### src/rtl/demux24b_pkg.sv
// Shared constants and types for the demux24b stream demultiplexer.
//   CH_A / CH_B : values of the per-word channel select `s`
//   W_DEFAULT   : default data width
//   CNT_W       : width of the per-channel delivery counters
package demux24b_pkg;

  localparam logic CH_A = 1'b0;
  localparam logic CH_B = 1'b1;

  localparam int W_DEFAULT = 4;
  localparam int CNT_W     = 8;

  typedef logic [CNT_W-1:0] cnt_t;

endpackage

### src/rtl/demux24b_fifo.sv
// Small synchronous FIFO used as the per-channel buffer of demux24b_stream.
// Ports:
//   clk, rst      : clock, asynchronous active-high reset (empties the FIFO)
//   wdata, push   : write port; push is ignored while full
//   rdata, pop    : head word (from storage, no bypass); pop ignored while empty
//   full, empty   : occupancy flags
module demux24b_fifo #(
  parameter int W     = 4,
  parameter int DEPTH = 2
) (
  input  logic         clk,
  input  logic         rst,
  input  logic [W-1:0] wdata,
  input  logic         push,
  output logic [W-1:0] rdata,
  input  logic         pop,
  output logic         full,
  output logic         empty
);

  localparam int PW = (DEPTH > 1) ? $clog2(DEPTH) : 1;

  logic [W-1:0]  mem [DEPTH];
  logic [PW-1:0] wr_ptr;
  logic [PW-1:0] rd_ptr;
  logic [PW:0]   count;
  logic          do_push;
  logic          do_pop;

  assign full    = (count == (PW+1)'(DEPTH));
  assign empty   = (count == '0);
  assign do_push = push && !full;
  assign do_pop  = pop && !empty;

  // Head is read straight from the storage array, so a word written this
  // edge becomes visible only after it, never on the same cycle.
  assign rdata = mem[rd_ptr];

  always_ff @(posedge clk or posedge rst) begin
    if (rst) begin
      for (int unsigned i = 0; i < DEPTH; i++) begin
        mem[i] <= '0;
      end
    end else if (do_push) begin
      mem[wr_ptr] <= wdata;
    end
  end

  always_ff @(posedge clk or posedge rst) begin
    if (rst) begin
      wr_ptr <= '0;
      rd_ptr <= '0;
      count  <= '0;
    end else begin
      if (do_push) begin
        wr_ptr <= wr_ptr + PW'(1);
      end
      if (do_pop) begin
        rd_ptr <= rd_ptr + PW'(1);
      end
      case ({do_push, do_pop})
        2'b10:   count <= count + (PW+1)'(1);
        2'b01:   count <= count - (PW+1)'(1);
        default: count <= count;
      endcase
    end
  end

endmodule

### src/rtl/demux24b_stream.sv
// Stream demultiplexer: routes each input word to channel A (s=0) or B (s=1),
// each channel buffered by its own FIFO so one stalled sink does not block
// words already queued for the other.
// Ports:
//   clk, rst                    : clock, asynchronous active-high reset
//   in_data, s, in_valid        : producer word, channel select, valid
//   in_ready                    : selected channel has room (not gated by in_valid)
//   a_data, a_valid, a_ready    : channel A output handshake
//   b_data, b_valid, b_ready    : channel B output handshake
//   a_count, b_count            : words delivered per channel, mod 256
module demux24b_stream
  import demux24b_pkg::*;
#(
  parameter int W     = W_DEFAULT,
  parameter int DEPTH = 2
) (
  input  logic             clk,
  input  logic             rst,
  input  logic [W-1:0]     in_data,
  input  logic             s,
  input  logic             in_valid,
  output logic             in_ready,
  output logic [W-1:0]     a_data,
  output logic             a_valid,
  input  logic             a_ready,
  output logic [W-1:0]     b_data,
  output logic             b_valid,
  input  logic             b_ready,
  output logic [CNT_W-1:0] a_count,
  output logic [CNT_W-1:0] b_count
);

  logic full_a, empty_a, push_a, pop_a;
  logic full_b, empty_b, push_b, pop_b;
  logic accept;

  // Head-of-line: only the selected channel's fullness matters.
  assign in_ready = !rst && !((s == CH_B) ? full_b : full_a);
  assign accept   = in_valid && in_ready;
  assign push_a   = accept && (s == CH_A);
  assign push_b   = accept && (s == CH_B);

  assign a_valid = !empty_a;
  assign b_valid = !empty_b;
  assign pop_a   = a_valid && a_ready;
  assign pop_b   = b_valid && b_ready;

  demux24b_fifo #(
    .W     (W),
    .DEPTH (DEPTH)
  ) u_fifo_a (
    .clk   (clk),
    .rst   (rst),
    .wdata (in_data),
    .push  (push_a),
    .rdata (a_data),
    .pop   (pop_a),
    .full  (full_a),
    .empty (empty_a)
  );

  demux24b_fifo #(
    .W     (W),
    .DEPTH (DEPTH)
  ) u_fifo_b (
    .clk   (clk),
    .rst   (rst),
    .wdata (in_data),
    .push  (push_b),
    .rdata (b_data),
    .pop   (pop_b),
    .full  (full_b),
    .empty (empty_b)
  );

  always_ff @(posedge clk or posedge rst) begin
    if (rst) begin
      a_count <= '0;
      b_count <= '0;
    end else begin
      if (pop_a) begin
        a_count <= a_count + cnt_t'(1);
      end
      if (pop_b) begin
        b_count <= b_count + cnt_t'(1);
      end
    end
  end

endmodule
### config.mk
export PLATFORM = sky130hd
export DESIGN_NAME = demux24b_stream
export DESIGN_NICKNAME = d
export VERILOG_FILES = /design/src/rtl/demux24b_pkg.sv /design/src/rtl/demux24b_fifo.sv /design/src/rtl/demux24b_stream.sv
export SDC_FILE = /design/constraint.sdc
export NUM_CORES = 1
export LEC_CHECK = 0
export ABC_AREA = 1
export CAP_MARGIN = 20
export CORE_UTILIZATION = 27
export DETAILED_ROUTE_END_ITERATION = 10
export PLACE_DENSITY = 0.54
export SLEW_MARGIN = 10
export SYNTH_ARGS = -nofsm -noshare
export SYNTH_HDL_FRONTEND = slang
export SYNTH_SLANG_ARGS = --single-unit
### constraint.sdc
create_clock -name clk -period 3.1 [get_ports clk]
set_clock_uncertainty 0.15 [all_clocks]
set_input_delay 0.62 -clock clk [delete_from_list [all_inputs] [get_ports clk]]
set_output_delay 0.62 -clock clk [all_outputs]
set_load 0.005 [all_outputs]
==> flow_metrics.py, run 1 <==
metrics = {
    "clock_network": {
        "post_cts_buffers": 0,
        "cts-root-buf": "clkbuf_8",
        "cts_max_level": 2,
        "cts_buffers": 5,
        "clk_pin_slew_ps": 80,
        "cts_tree": "done",
        "clk_latency_ps": 290,
        "cts_hold_buf": 0,
        "post_cts_resized": 0,
        "clockBufferDepth": 2,
        "cts.sinks": 40,
    },
    "worst_setup_path": {
        "slowest_stage": "clkdlybuf4s50_1",
        "worst-endpoint-arrival_ps": 1940,
        "cpPeakStageDelay_ps": 520,
        "start_kind": "primary input",
        "crit_fanout": 3,
        "crit_path_end_kind": "output port",
        "critPathKind": "in -> out",
        "cp.required_ps": 2330,
        "crit_chain": "clkdlybuf4s50_1 -> inv_2 -> nand3_1 -> nand3_2 -> inv_1 -> clkdlybuf4s50_1",
        "r2r_cells": 9,
        "timing.rr.end": "u_fifo_b.count[1]$_DFFE_PP0P_",
        "cpMostUsedCell": "clkdlybuf4s50_1",
        "r2r_start": "u_fifo_b.count[0]$_DFFE_PP0P_",
        "r2r_slack_ps": 1290,
    },
    "cells_and_area": {
        "final_nets": 289,
        "n_antenna_cell": 0,
        "area_growth_pct": 28.8,
        "layout-drive-gt1-share_pct": 8.70,
    },
    "die": {
        "fp-row-count": 30,
        "ios": 37,
        "start_util_pct": 28.6,
        "core_area_um2": 6980,
        "die-area_um2": 7750,
        "chipWidth_um": 88.0,
        "die_y_um": 88.0,
    },
    "logic_synthesis": {
        "synthesis.area_um2": 2000,
        "ys.flop_type": "dfrtp_1",
        "synth_cell_type_count": 27,
        "synth_xor_area_share_pct": 7.01,
        "yosys.area_share.simple_pct": 28.4,
        "synth_fa_ha_area_share_pct": 2.50,
        "ys_ff_latch": 40,
        "synth_fp_nets": 246,
        "syn_avg_cell_area_um2": 8.61,
        "synth_top_family_by_area": "simple AND/OR/NAND/NOR gates",
        "async_flop_share_pct": 100,
        "synth.yosys.warnings": 0,
        "yosysSeqAreaShare_pct": 50.1,
        "synthCells": 232,
        "muxShareOfSynthArea_pct": 0,
        "synth_edf_count": 0,
        "synth_compound_area_share_pct": 5.51,
    },
    "run": {
        "maxCapViolCount": 0,
    },
    "timing": {
        "tightest_slew_ps": 512,
        "final-setup-viol-count": 0,
        "clock.fmax_mhz": 369,
        "period_share_pct": 87.4,
        "setup_ws_ps": 392,
        "finalSetupTns_ps": 0,
        "fin_crit_ps": 2710,
        "rsz0062_at_grt": "no",
        "hold_violations": 0,
        "slew_violations": 0,
        "max_slew_margin_pct": 65.9,
    },
    "global_route": {
        "grt_start_max_net_pins": 41,
        "grt.overflow.total": 0,
        "grt_pass1_wl_um": 6980,
        "grt_usage_pct": 11.8,
        "antenna_found_initial": 0,
        "first_global_vias": 1492,
    },
    "placed_design": {
        "hpwl_um": 3040,
        "dp_slack_ps": 396,
        "port_buffers": 36,
        "gp_congestion": 0.797,
    },
    "worst_hold_path": {
        "hold_class": "reg -> reg",
        "hold_path_end": "u_fifo_b.mem[0]$_DFFE_PP0P_",
        "worstHoldStart": "u_fifo_b.mem[0]$_DFFE_PP0P_",
        "holdPathStages": 2,
    },
    "power": {
        "p_int_uw": 1470,
        "power-per-cell-area_nw_per_um2": 905,
        "cellLeakagePower_uw": 0.00122,
        "switchingPower_uw": 862,
        "ir_drop_mv": 0.231,
        "p_comb_share_pct": 41.8,
        "switching_share_pct": 37.0,
        "sequentialPowerShare_pct": 42.7,
        "clkPwrFrac_pct": 15.4,
    },
    "drt": {
        "avgRoutedWirePerCell_um": 10.9,
        "vias": 1581,
        "vias_per_cell": 4.25,
        "routed_wl_um": 4060,
        "first_iter_violations": 89,
        "ant_nets": 0,
        "firstDrtPassIters": 4,
        "drcViolationCount": 0,
    },
    "outcome": {
        "status": "finished clean",
    },
}
## cells by family (layout without fill, tap and decap cells)
group           count (synthesis)  in the layout
compound gates                 21             21
xor+xnor                       16             16
fa+ha+maj                       4              4
buf+inv                        31             75
flops                          40             40
simple gates                  120            120
## worst max path at each step
stage                     cells past startpoint  startpoint                             to
after global routing                          6           s                       in_ready
after floorplan                               9         rst  u_fifo_b.count[1]$_DFFE_PP0P_
after global placement                        6           s                       in_ready
after detailed placement                      6           s                       in_ready
after CTS                                     6           s                       in_ready
final                                         6           s                       in_ready
## cells in the mapped netlist, types with 2 or more instances
master / instances / area [um^2]
nand2_1: 84 / 315
dfrtp_1: 40 / 1000
inv_1: 24 / 90.1
o21ai_0: 17 / 85.1
nand4_1: 12 / 75.1
xor2_1: 10 / 87.6
nand3_1: 7 / 35.0
xnor2_1: 6 / 52.6
nor2_1: 5 / 18.8
ha_1: 4 / 50.1
inv_2: 3 / 11.3
a21oi_1: 2 / 10.0
nor2_2: 2 / 12.5
nor3_1: 2 / 10.0
o21a_1: 2 / 15.0
## stage by stage
stage / util (%) / cells / area, um^2 / hold slack, ps / power [uW]
final: 36.9 / 372 / 2570 / 325 / 2330
after CTS: 36.9 / 372 / 2570 / 329 / 2370
after global placement: 35.5 / 364 / 2480 / 308 / 1980
after detailed placement: 35.5 / 364 / 2480 / 310 / 2000
after floorplan: - / 232 / 2000 / 292 / 1500
after global routing: 36.9 / 372 / 2570 / 365 / 2550
## placed cells by master, fill, tap and decap left out
cell,instances
inv_1,24
nand4_4,1
nor2_4,1
inv_2,3
o21a_1,2
o21ai_0,17
nor3_4,1
xnor2_1,6
nand3_4,1
clkbuf_8,6
nor2_1,5
clkdlybuf4s50_1,36
xor2_1,10
ha_1,4
nand2_4,1
nand4_1,12
nand3b_1,1
nor2_2,2
dfrtp_1,40
a21oi_1,2
nand3_1,7
nand2_1,84
buf_4,4
nand2_2,1
nor3_1,2
clkinv_2,2
nand3_2,1
## metal layers
metal	share of wire, %	track usage (%)	vias to the layer above
met5	0	0	-
met4	2.1	5.28	0
met3	3.6	2.26	8
met2	41	16.3	27
met1	53	17.6	724
li1	-	-	822
## critical path, delay by kind of cell
kind | cells | cell delay, ps
simple gates | 2 | 180
buf+inv | 4 | 1150
## power groups by stage
stage | Clock, uW | Combinational, uW | Sequential (uW)
after detailed placement | 0 | 994 | 1000
final | 359 | 974 | 995
after global routing | 393 | 1120 | 1040
after global placement | 0 | 978 | 1000
after CTS | 379 | 995 | 996
after floorplan | 0 | 553 | 947
## flip-flops by register name (all words and copies together) (netlist names)
name,flops
u_fifo_b.count,2
u_fifo_a.rd_ptr,1
u_fifo_b.rd_ptr,1
u_fifo_a.count,2
u_fifo_b.wr_ptr,1
a_count,8
u_fifo_a.wr_ptr,1
b_count,8
u_fifo_b.mem,8
u_fifo_a.mem,8
## area by class of cell
class / count / area [um^2]
clock buffers: 6 / 82.6
clock inverters: 2 / 10.0
fillers: 726 / 4410
inverters: 27 / 101
multi-input cells: 161 / 868
flip-flops and latches: 40 / 1000
well taps: 96 / 120
repair buffers: 40 / 390
Power figures use the tool's default switching activity.
==> run 2, diff against run 1 <==
--- a/config.mk
+++ b/config.mk
@@ -9,6 +9,7 @@
 export CAP_MARGIN = 20
 export CORE_UTILIZATION = 27
 export DETAILED_ROUTE_END_ITERATION = 10
+export GPL_TIMING_DRIVEN = 1
 export PLACE_DENSITY = 0.54
 export SLEW_MARGIN = 10
 export SYNTH_ARGS = -nofsm -noshare
==> results of run 2 <==
No change in the layout: final DEF, timing and power equal those of run 1.
